===== config.mk =====
export PLATFORM = sky130hd
export DESIGN_NAME = servant_uart_loader
export DESIGN_NICKNAME = d
export VERILOG_FILES = /design/src/rtl/servant_uart_loader.sv
export SDC_FILE = /design/constraint.sdc
export NUM_CORES = 1
export LEC_CHECK = 0
export CORE_UTILIZATION = 60
export CTS_BUF_LIST = sky130_fd_sc_hd__clkbuf_4 sky130_fd_sc_hd__clkbuf_8 sky130_fd_sc_hd__clkbuf_16
export DETAILED_ROUTE_END_ITERATION = 6
export PLACE_DENSITY = 0.82
export SLEW_MARGIN = 5
export SYNTH_ARGS = -nofsm -noshare
export SYNTH_HDL_FRONTEND = slang
export SYNTH_SLANG_ARGS = --single-unit

===== constraint.sdc =====
create_clock -name i_wb_clk -period 6.05 [get_ports i_wb_clk]
set_input_delay 1.21 -clock i_wb_clk [delete_from_list [all_inputs] [get_ports i_wb_clk]]
set_output_delay 1.21 -clock i_wb_clk [all_outputs]
set_load 0.005 [all_outputs]

===== src/rtl/servant_uart_loader.sv =====
// Serial boot loader: receives an 8N1 UART stream, strips a 16-bit little-endian
// word-count header, packs payload bytes little-endian into 32-bit words and
// writes them over a Wishbone master port into consecutive RAM words.
module servant_uart_loader #(
  parameter int depth        = 256,
  parameter int aw           = $clog2(depth),
  parameter int CLKS_PER_BIT = 104,
  parameter int BASE_WORD    = 0
) (
  input  logic          i_wb_clk,
  input  logic          i_wb_rst,
  input  logic          i_uart_dat,
  output logic [aw-1:2] o_wb_adr,
  output logic [31:0]   o_wb_dat,
  output logic [3:0]    o_wb_sel,
  output logic          o_wb_we,
  output logic          o_wb_cyc,
  input  logic          i_wb_ack,
  output logic          o_busy,
  output logic          o_done,
  output logic          o_frame_err,
  output logic          o_overrun
);

  localparam int            CW       = $clog2(CLKS_PER_BIT);
  localparam logic [CW-1:0] FULL_CNT = CW'(CLKS_PER_BIT - 1);
  localparam logic [CW-1:0] HALF_CNT = CW'(CLKS_PER_BIT / 2 - 1);
  localparam logic [aw-3:0] BASE_ADR = (aw-2)'(BASE_WORD);

  typedef enum logic [1:0] {
    RX_IDLE  = 2'd0,
    RX_START = 2'd1,
    RX_DATA  = 2'd2,
    RX_STOP  = 2'd3
  } rx_state_t;

  typedef enum logic [1:0] {
    LD_LEN0 = 2'd0,
    LD_LEN1 = 2'd1,
    LD_DATA = 2'd2,
    LD_DONE = 2'd3
  } ld_state_t;

  logic          rx_meta_r, rx_sync_r;
  rx_state_t     rx_state_r, rx_next_s;
  logic [CW-1:0] clk_cnt_r;
  logic [2:0]    bit_idx_r;
  logic [7:0]    rx_shift_r;
  logic          byte_valid_s, frame_err_s;

  ld_state_t     ld_state_r, ld_next_s;
  logic [15:0]   count_r, written_r;
  logic [1:0]    lane_r;
  logic [23:0]   word_buf_r;
  logic [31:0]   wr_dat_r;
  logic [aw-3:0] adr_r;
  logic          cyc_r, busy_r, done_r, frame_err_r, overrun_r;
  logic          ack_s, word_done_s, bit_tick_s;

  assign ack_s       = cyc_r & i_wb_ack;
  assign word_done_s = (ld_state_r == LD_DATA) & byte_valid_s & (lane_r == 2'd3);
  assign bit_tick_s  = (rx_state_r == RX_DATA) & (clk_cnt_r == FULL_CNT);

  assign o_wb_adr    = adr_r;
  assign o_wb_dat    = wr_dat_r;
  assign o_wb_sel    = {4{cyc_r}};
  assign o_wb_we     = cyc_r;
  assign o_wb_cyc    = cyc_r;
  assign o_busy      = busy_r;
  assign o_done      = done_r;
  assign o_frame_err = frame_err_r;
  assign o_overrun   = overrun_r;

  // Two-flop synchronizer for the asynchronous serial line (idles high).
  always_ff @(posedge i_wb_clk or posedge i_wb_rst) begin
    if (i_wb_rst) begin
      rx_meta_r <= 1'b1;
      rx_sync_r <= 1'b1;
    end else begin
      rx_meta_r <= i_uart_dat;
      rx_sync_r <= rx_meta_r;
    end
  end

  // Receiver state register.
  always_ff @(posedge i_wb_clk or posedge i_wb_rst) begin
    if (i_wb_rst) rx_state_r <= RX_IDLE;
    else          rx_state_r <= rx_next_s;
  end

  // Receiver next state; bit sampling happens when the bit counter hits its target.
  always_comb begin
    rx_next_s    = rx_state_r;
    byte_valid_s = 1'b0;
    frame_err_s  = 1'b0;
    case (rx_state_r)
      RX_IDLE: begin
        if (!rx_sync_r) rx_next_s = RX_START;
        else            rx_next_s = RX_IDLE;
      end
      RX_START: begin
        if (clk_cnt_r == HALF_CNT) begin
          if (rx_sync_r) rx_next_s = RX_IDLE;
          else           rx_next_s = RX_DATA;
        end else begin
          rx_next_s = RX_START;
        end
      end
      RX_DATA: begin
        if (bit_tick_s && (bit_idx_r == 3'd7)) rx_next_s = RX_STOP;
        else                                   rx_next_s = RX_DATA;
      end
      RX_STOP: begin
        if (clk_cnt_r == FULL_CNT) begin
          rx_next_s = RX_IDLE;
          if (rx_sync_r) byte_valid_s = 1'b1;
          else           frame_err_s  = 1'b1;
        end else begin
          rx_next_s = RX_STOP;
        end
      end
      default: rx_next_s = RX_IDLE;
    endcase
  end

  // Bit-period counter and LSB-first shift register.
  always_ff @(posedge i_wb_clk or posedge i_wb_rst) begin
    if (i_wb_rst) begin
      clk_cnt_r  <= {CW{1'b0}};
      bit_idx_r  <= 3'd0;
      rx_shift_r <= 8'd0;
    end else begin
      if ((rx_next_s != rx_state_r) || (rx_state_r == RX_IDLE) || bit_tick_s)
        clk_cnt_r <= {CW{1'b0}};
      else
        clk_cnt_r <= clk_cnt_r + CW'(1);
      if (rx_state_r == RX_IDLE) begin
        bit_idx_r <= 3'd0;
      end else if (bit_tick_s) begin
        bit_idx_r  <= bit_idx_r + 3'd1;
        rx_shift_r <= {rx_sync_r, rx_shift_r[7:1]};
      end
    end
  end

  // Loader state register.
  always_ff @(posedge i_wb_clk or posedge i_wb_rst) begin
    if (i_wb_rst) ld_state_r <= LD_LEN0;
    else          ld_state_r <= ld_next_s;
  end

  // Loader next state: header bytes, then payload until the last write is acked.
  always_comb begin
    ld_next_s = ld_state_r;
    case (ld_state_r)
      LD_LEN0: begin
        if (byte_valid_s) ld_next_s = LD_LEN1;
        else              ld_next_s = LD_LEN0;
      end
      LD_LEN1: begin
        if (byte_valid_s) begin
          if ({rx_shift_r, count_r[7:0]} == 16'd0) ld_next_s = LD_DONE;
          else                                     ld_next_s = LD_DATA;
        end else begin
          ld_next_s = LD_LEN1;
        end
      end
      LD_DATA: begin
        if (ack_s && ((written_r + 16'd1) == count_r)) ld_next_s = LD_DONE;
        else                                           ld_next_s = LD_DATA;
      end
      LD_DONE: ld_next_s = LD_DONE;
      default: ld_next_s = LD_LEN0;
    endcase
  end

  // Header capture, lane packing, Wishbone write register and sticky flags.
  always_ff @(posedge i_wb_clk or posedge i_wb_rst) begin
    if (i_wb_rst) begin
      count_r     <= 16'd0;
      written_r   <= 16'd0;
      lane_r      <= 2'd0;
      word_buf_r  <= 24'd0;
      wr_dat_r    <= 32'd0;
      adr_r       <= BASE_ADR;
      cyc_r       <= 1'b0;
      busy_r      <= 1'b1;
      done_r      <= 1'b0;
      frame_err_r <= 1'b0;
      overrun_r   <= 1'b0;
    end else begin
      if (frame_err_s) frame_err_r <= 1'b1;
      if ((ld_state_r == LD_LEN0) && byte_valid_s) count_r[7:0]  <= rx_shift_r;
      if ((ld_state_r == LD_LEN1) && byte_valid_s) count_r[15:8] <= rx_shift_r;
      if ((ld_state_r == LD_DATA) && byte_valid_s) begin
        lane_r <= lane_r + 2'd1;
        case (lane_r)
          2'd0:    word_buf_r[7:0]   <= rx_shift_r;
          2'd1:    word_buf_r[15:8]  <= rx_shift_r;
          2'd2:    word_buf_r[23:16] <= rx_shift_r;
          default: word_buf_r        <= word_buf_r;
        endcase
      end
      // Acknowledge closes the current write; a new word may start only when idle.
      if (ack_s) begin
        cyc_r     <= 1'b0;
        adr_r     <= adr_r + (aw-2)'(1);
        written_r <= written_r + 16'd1;
      end
      if (word_done_s) begin
        if (cyc_r) begin
          overrun_r <= 1'b1;
        end else begin
          wr_dat_r <= {rx_shift_r, word_buf_r};
          cyc_r    <= 1'b1;
        end
      end
      busy_r <= (ld_next_s != LD_DONE);
      done_r <= (ld_next_s == LD_DONE);
    end
  end

endmodule


# == Word-level counts from Yosys, hierarchy flattened ==
# Index checks and enable logic that the tools add are counted.
# word_totals
ff_bits,125
latchBits,0
ramBits,0
rom_bits,0
elab_cells,89
memories,0
# classes
addsub,5
n_mul,0
div,0
magnitude_cmp,0
n_eq_ne,16
shifts,0
n_mux,23
bitwise,6
reduce_logical,18
# ops
cell,n
16-bit by 1-bit adder with 16-bit output (second input constant),1
16-bit equality test,1
16-bit zero test,1
2-bit case mux with 4 select lines,2
2-bit equality test (second input constant),7
1-bit two-way mux,14
2-bit AND reduction,6
2-bit two-way mux,4
7-bit by 1-bit adder with 7-bit output (second input constant),1
7-bit by 6-bit equality test with 1-bit output (second input constant),1
7-bit equality test (second input constant),1
7-bit two-way mux,1
6-bit by 1-bit adder with 6-bit output (second input constant),1
2-bit by 1-bit equality test with 1-bit output (second input constant),3
2-bit zero test,3
3-bit two-way mux,2
1-bit logical AND,5
1-bit bitwise AND,4
3-bit by 1-bit adder with 3-bit output (second input constant),1
3-bit equality test (second input constant),1
2-bit by 1-bit adder with 2-bit output (second input constant),1
1-bit logical OR,2
2-bit inequality test,1
2-bit inequality test (second input constant),1
other kinds (2),3

# == Logic depth before layout (Yosys ltp) ==
# Gate-level depths: netlist of the first run.
# depth
depth_word,9
ltp_mapped,9
mapped_depth_nobuf,9

# == Worst setup path before layout of the first run ==
# Ideal clock, no wire load.
# synth_timing
kind,input port to flip-flop
startpoint,in i_wb_ack
endpoint,reg busy_r (netlist: o_busy)
setup_ns,0.080
t_arrival_ns,2.342
required_time_ns,5.970
path_slack_ns,3.629
stages,6
path_buffers,1
cell_sequence,and2_1 clkbuf_1 nand4_1 a2111oi_2 nand3_1 o22a_1
# synth_via
elab_chain_len,5
# synth_rtl
element,line_no,source
start: declaration,18,"input logic i_wb_ack,"
1-bit bitwise AND,60,assign ack_s = cyc_r & i_wb_ack;
1-bit logical AND,169,if (ack_s && ((written_r + 16'd1) == count_r)) ld_next_s = LD_DONE;
1-bit two-way mux,169,
2-bit case mux with 4 select lines,155,case (ld_state_r)
2-bit inequality test,218,busy_r <= (ld_next_s != LD_DONE);
end signal: assignment,218,
end: declaration,57,"logic cyc_r, busy_r, done_r, frame_err_r, overrun_r;"
# No other way between the ends.
# A chain may end at the register's enable or synchronous reset.

# == Worst setup path in the final report of the first run ==
# layout_timing
startpoint,reg cyc_r (netlist: o_wb_cyc)
endpoint,out o_wb_cyc
# layout_rtl
element,line_no,source
start: declaration,57,
start signal: assignment,186,cyc_r <= 1'b0;
start signal: assignment,206,cyc_r <= 1'b0;
start signal: assignment,215,cyc_r <= 1'b1;
end: declaration,17,"output logic o_wb_cyc,"
# No word-level cell between the ends.

==> results.py, run 1 <==
metrics = {
    "pwr": {
        "swShare": 0.214,
        "switchingPower_w": 0.000403,
        "peakVddDrop_uv": 286,
        "p_leak_nw": 3.26,
        "power.total_w": 0.00188,
        "combPwrFrac": 0.010,
        "seq_power_share": 0.445,
        "intPower_w": 0.00148,
        "p_per_area_nw_per_um2": 284,
        "clkPwrFrac": 0.545,
    },
    "setup_path": {
        "crit_path_start_kind": "flop",
        "endpoint_kind": "output pin",
        "rrSetupSlack_ns": 3.34,
        "crit_type": "reg2out",
        "critPathTopFamily": "buffers and inverters",
        "worst_ep_required_time_ns": 4.84,
        "cpPeakStageDelay_ns": 0.57,
        "cp_slowest_cell": "clkdlybuf4s50_1",
        "crit_arrival_ns": 1.60,
        "crit_fanout": 11,
        "path_cells": "clkdlybuf4s50_1",
        "critical_path_buf_inv_count": 1,
    },
    "synthesis": {
        "syn_avg_cell_area_um2": 12.9,
        "yosysUniqueCellTypes": 49,
        "synth_area_um2": 5480,
        "ys_seq_elements": 125,
        "syn_nets": 437,
        "async_flop_share": 1.00,
        "synthCells": 424,
        "yosys_most_used_dff": "dfrtp_1",
        "yosys_warnings": 0,
        "yosysSeqAreaShare": 0.572,
        "synth-edff-count": 0,
    },
    "status": {
        "outcome": "completed",
    },
    "grt": {
        "antenna_found_initial": 0,
        "grt_overflow": 0,
        "met3_usage": 0.0612,
        "grt_pass1_wl_um": 18000,
        "grt.met2_usage": 0.409,
        "top_usage_layer": "met2",
        "grt_max_degree": 83,
        "grtUsageTotal": 0.245,
        "grt_pass1_vias": 3679,
        "grt_use_met1": 0.306,
    },
    "final_layout": {
        "fin_nets": 490,
        "mostFrequentLayoutCell": "dfrtp_1",
        "antennaDiodeCount": 0,
        "drive_gt1_frac": 0.198,
        "areaGrowthSynthToFinish_pct": 21.0,
        "final_cell_mix": "dfrtp_1, mux2_2, clkdlybuf4s50_1, xnor2_1, mux2_1",
    },
    "clock_tree": {
        "tritoncts": "done",
        "cts-resized-gates": 0,
        "post_cts_buffers": 0,
        "clock-sinks": 125,
        "cts_buffer_depth": 2,
        "cts_root_buffer": "clkbuf_8",
        "cts-htree-levels": 4,
        "clock_latency_ns": 0.51,
        "cts_made_buffers": 17,
        "cts.clk_slew.worst_paths_ns": 0.06,
        "hold_buffers": 0,
    },
    "floorplan": {
        "core-area_um2": 8760,
        "die-area_um2": 9510,
        "dieHeight_um": 97.5,
        "fp.dieW_um": 97.5,
        "pin_count": 52,
        "start_util": 0.625,
        "rows": 34,
    },
    "flow_run": {
        "max-cap-violations": 0,
    },
    "timing": {
        "slew_headroom": 0.341,
        "finClkSkew_ns": 0.00862,
        "hold_violations": 0,
        "rsz0062_at_grt": "no",
        "fmax_mhz": 356,
        "worst_slew_pin_slew_ns": 0.988,
        "slew_violations": 0,
        "whs_ns": 0.357,
        "finalSetupViolCount": 0,
        "period_needed_ns": 2.81,
        "finalCritPeriodShare": 0.465,
        "tns_ns": 0,
        "worst_slack_ns": 3.24,
    },
    "routing": {
        "wire_per_inst_um": 18.1,
        "drt-total-wl_um": 10800,
        "drc": 0,
        "ant_nets": 0,
        "num_vias": 3424,
        "first_pass_iters": 5,
        "drt_first_iter_violations": 119,
        "vias_per_cell": 5.73,
    },
    "placement": {
        "numPortBuffers": 51,
        "place_congestion": 0.858,
        "pre_cts_slack_ns": 3.02,
        "dp_hpwl_um": 7040,
    },
    "hold_path": {
        "hp-class": "reg2reg",
    },
}
cell families (layout without fill, tap and decap cells):
group	after synthesis	in the layout	share of synthesized area
AND/OR/NAND/NOR	100	100	0.0939
AO/OA/AOI/OAI	28	28	0.0377
adder cells (fa/ha/maj)	9	9	0.0206
buffers and inverters	31	97	0.0295
XOR/XNOR	49	49	0.0784
flip-flops	125	125	0.572
multiplexers	82	82	0.168
cells in the mapped netlist (5+ instances only):
cell	number	area, µm²
xor2_1	17	149
nand4_1	10	62.6
mux2_2	51	574
nor3_1	5	25.0
mux2_1	29	327
nand3_1	9	45.0
buf_4	6	45.0
ha_1	9	113
nand2_1	27	101
clkbuf_1	9	33.8
dfrtp_1	122	3050
nor2_1	24	90.1
nor4_1	5	31.3
xnor2_1	32	280
o21ai_0	8	40.0
inv_1	12	45.0
path summary, 6_finish.rpt:
path	endpoint	cells after the start	start
max	o_wb_cyc	1	o_wb_cyc$_DFF_PP0_
min reg2reg	rx_sync_r$_DFF_PP1_	0	rx_meta_r$_DFF_PP1_
max in group asynchronous	rx_meta_r$_DFF_PP1_	3	i_wb_rst
min in group asynchronous	o_wb_dat[23]$_DFFE_PP0P_	2	i_wb_rst
min	rx_sync_r$_DFF_PP1_	0	rx_meta_r$_DFF_PP1_
max reg2reg	o_wb_dat[11]$_DFFE_PP0P_	8	clk_cnt_r[0]$_DFF_PP0_
area by class of cell:
class,instances,area (µm²)
clock buffer,18,422
clock inverter,14,184
fill,543,2130
inverter,12,47.5
multi-input combinational,268,2180
sequential,125,3130
tap,108,135
timing repair buffer,53,526
through the flow:
step	cell area, µm²	instances	utilization
CTS	6630	598	0.756
finish	6630	598	0.756
global placement	6020	566	0.687
global route	6630	598	0.756
detailed placement	6020	566	0.687
floorplan	5480	424	-
power by group through the flow:
| stage | clock, W | combinational, W | sequential, W |
|---|---|---|---|
| after floorplan | 0 | 0.0000122 | 0.000853 |
| after global placement | 0 | 0.0000190 | 0.000853 |
| after detailed placement | 0 | 0.0000196 | 0.000853 |
| after CTS | 0.00104 | 0.0000197 | 0.000838 |
| after global routing | 0.00108 | 0.0000223 | 0.000838 |
| final | 0.00103 | 0.0000183 | 0.000838 |
registers in the layout (all words and copies together) (netlist names):
register     cells
o_frame_err      1
ld_state_r       2
o_overrun        1
o_wb_adr         6
written_r       16
o_wb_dat        32
o_done           1
o_busy           1
rx_sync_r        1
rx_shift_r       8
rx_meta_r        1
bit_idx_r        3
clk_cnt_r        7
count_r         16
lane_r           2
o_wb_cyc         1
rx_state_r       2
word_buf_r      24
layer usage:
metal	wire [µm]	part of all wire
met1	4660	0.43
met2	5600	0.52
met3	395	0.036
met4	175	0.016
met5	0	0
Note: power is estimated with default switching activity, not from simulation.
==> run 2, diff against run 1 <==
--- a/config.mk
+++ b/config.mk
@@ -5,10 +5,10 @@
 export SDC_FILE = /design/constraint.sdc
 export NUM_CORES = 1
 export LEC_CHECK = 0
-export CORE_UTILIZATION = 60
+export CORE_UTILIZATION = 57
 export CTS_BUF_LIST = sky130_fd_sc_hd__clkbuf_4 sky130_fd_sc_hd__clkbuf_8 sky130_fd_sc_hd__clkbuf_16
 export DETAILED_ROUTE_END_ITERATION = 6
-export PLACE_DENSITY = 0.82
+export PLACE_DENSITY = 0.78
 export SLEW_MARGIN = 5
 export SYNTH_ARGS = -nofsm -noshare
 export SYNTH_HDL_FRONTEND = slang
==> constraint.sdc (replaced) <==
create_clock -name i_wb_clk -period 2.9 [get_ports i_wb_clk]
set_input_delay 0.58 -clock i_wb_clk [delete_from_list [all_inputs] [get_ports i_wb_clk]]
set_output_delay 0.58 -clock i_wb_clk [all_outputs]
set_load 0.005 [all_outputs]
==> run 2 against run 1 <==
Worst hold slack got worse by 0.0014 ns. Die area is 5.2% higher. First-iteration DRC count grew 23%. Routed wire length grew 1.4%. Setup slack lost 2.9 ns. Critical path depth grew 7. Global-route usage is 0.14 points lower. Non-clock buffer count is 2 higher. Final cell count grew 3.8%. Count of clock-buffer cells in the layout up 2. Critical endpoint is now o_wb_dat[11]$_DFFE_PP0P_. Highest routed layer unchanged.
==> results.py, run 2 (same netlist as run 1, synthesis figures left out) <==
metrics = {
    "grt": {
        "antenna_found_initial": 0,
        "grt_overflow": 0,
        "grt_pass1_wl_um": 18100,
        "grt_max_degree": 126,
        "grtUsageTotal": 0.243,
        "grt_pass1_vias": 3614,
    },
    "pwr": {
        "p_leak_nw": 3.24,
        "switchingPower_w": 0.000818,
        "p_per_area_nw_per_um2": 557,
        "clkPwrFrac": 0.515,
        "intPower_w": 0.00287,
        "seq_power_share": 0.474,
        "combPwrFrac": 0.011,
        "swShare": 0.222,
        "peakVddDrop_uv": 456,
    },
    "routing": {
        "drt_first_iter_violations": 146,
        "ant_nets": 0,
        "first_pass_iters": 4,
        "vias_per_cell": 5.57,
        "drt-total-wl_um": 11000,
        "drc": 0,
        "wire_per_inst_um": 17.7,
        "num_vias": 3458,
    },
    "final_layout": {
        "final_cell_mix": "dfrtp_1, mux2_2, clkdlybuf4s50_1, xnor2_1, mux2_1",
        "largest_reg_flops": 32,
        "nFillCells": 649,
        "drive_gt1_frac": 0.201,
        "instances_no_fill": 621,
        "mostFrequentLayoutCell": "dfrtp_1",
        "antennaDiodeCount": 0,
        "areaGrowthSynthToFinish_pct": 21.2,
        "fin_nets": 492,
    },
    "status": {
        "outcome": "completed",
    },
    "floorplan": {
        "dieHeight_um": 100,
        "core-area_um2": 9280,
        "start_util": 0.590,
        "rows": 35,
        "pin_count": 52,
        "fp.dieW_um": 100,
        "die-area_um2": 10000,
    },
    "hold_path": {
        "worstHoldPathCells": 0,
        "hp-class": "reg2reg",
    },
    "flow_run": {
        "max-cap-violations": 0,
    },
    "clock_tree": {
        "hold_buffers": 0,
        "clock-sinks": 125,
        "cts_buffer_depth": 2,
        "cts.clk_slew.worst_paths_ns": 0.06,
        "cts-htree-levels": 4,
        "cts_made_buffers": 17,
        "cts-resized-gates": 0,
        "post_cts_buffers": 0,
        "tritoncts": "done",
        "clock_latency_ns": 0.53,
        "cts_root_buffer": "clkbuf_8",
    },
    "setup_path": {
        "crit_fanout": 33,
        "rr_worst_depth": 8,
        "endpoint_kind": "flop",
        "crit_path_start_kind": "flop",
        "crit_arrival_ns": 2.92,
        "crit_type": "reg2reg",
        "worst_ep_required_time_ns": 3.30,
    },
    "timing": {
        "finClkSkew_ns": 0.00656,
        "slew_headroom": 0.515,
        "slew_violations": 0,
        "worst_slew_pin_slew_ns": 0.723,
        "hold_violations": 0,
        "period_needed_ns": 2.52,
        "rsz0062_at_grt": "no",
        "tns_ns": 0,
        "fmax_mhz": 397,
        "finalCritPeriodShare": 0.868,
        "finalSetupViolCount": 0,
    },
    "placement": {
        "numPortBuffers": 51,
        "dp_hpwl_um": 6920,
        "dp_cells": 589,
        "place_congestion": 0.839,
    },
}
-- run 2: path summary, 6_finish.rpt --
| check | startpoint | slack, ns | to |
|---|---|---|---|
| max in group asynchronous | i_wb_rst | 1.81 | o_wb_adr[2]$_DFFE_PP0P_ |
| min in group asynchronous | i_wb_rst | 0.59 | o_wb_dat[5]$_DFFE_PP0P_ |
| worst max register to register | clk_cnt_r[0]$_DFF_PP0_ | 0.38 | o_wb_dat[11]$_DFFE_PP0P_ |
| worst min-delay path | rx_meta_r$_DFF_PP1_ | 0.36 | rx_sync_r$_DFF_PP1_ |
| worst min register to register | rx_meta_r$_DFF_PP1_ | 0.36 | rx_sync_r$_DFF_PP1_ |
| worst max-delay path | clk_cnt_r[0]$_DFF_PP0_ | 0.38 | o_wb_dat[11]$_DFFE_PP0P_ |
-- run 2: metrics by stage --
stage          cell area [µm²]  worst slack, ns   util  hold slack, ns  total power [W]
2_1_floorplan             5480            0.695      -           0.345          0.00181
3_3_place_gp              6090            0.533  0.656           0.346          0.00182
3_5_place_dp              6090            0.448  0.656           0.348          0.00182
4_1_cts                   6640            0.384  0.715           0.356          0.00372
5_1_grt                   6640            0.218  0.715           0.359          0.00381
6_report                  6640            0.382  0.715           0.356          0.00369
-- run 2: per-layer routing --
metal	global-route usage	share of wire	vias up
met5	0	0	-
met4	0.0970	0.019	0
met3	0.0738	0.040	20
met2	0.407	0.51	87
met1	0.298	0.43	1765
li1	-	-	1586
-- run 2: worst max-delay path, stage by stage (launching register included) --
cell	delay, ns
dfrtp_1	0.38
ha_1	0.22
nand2b_1	0.10
nor2_2	0.19
nand4_2	0.23
nor3b_4	0.39
and3b_1	0.28
buf_12	0.23
mux2_1	0.36
-- run 2: area by class of cell --
cell class                 instances  area (µm²)  area share
tap                              129         161      0.0243
clock buffer                      20         455      0.0686
timing repair buffer              55         566      0.0852
sequential                       125        3130       0.472
inverter                          12        48.8     0.00735
clock inverter                    12        88.8      0.0134
multi-input combinational        268        2180       0.329
-- run 2: power groups by stage --
stage                     Clock [W]  Sequential, W  Combinational [W]
after floorplan                   0        0.00178          0.0000259
after global placement            0        0.00178          0.0000421
after detailed placement          0        0.00178          0.0000430
after CTS                   0.00193        0.00175          0.0000429
after global routing        0.00201        0.00175          0.0000482
final                       0.00190        0.00175          0.0000407
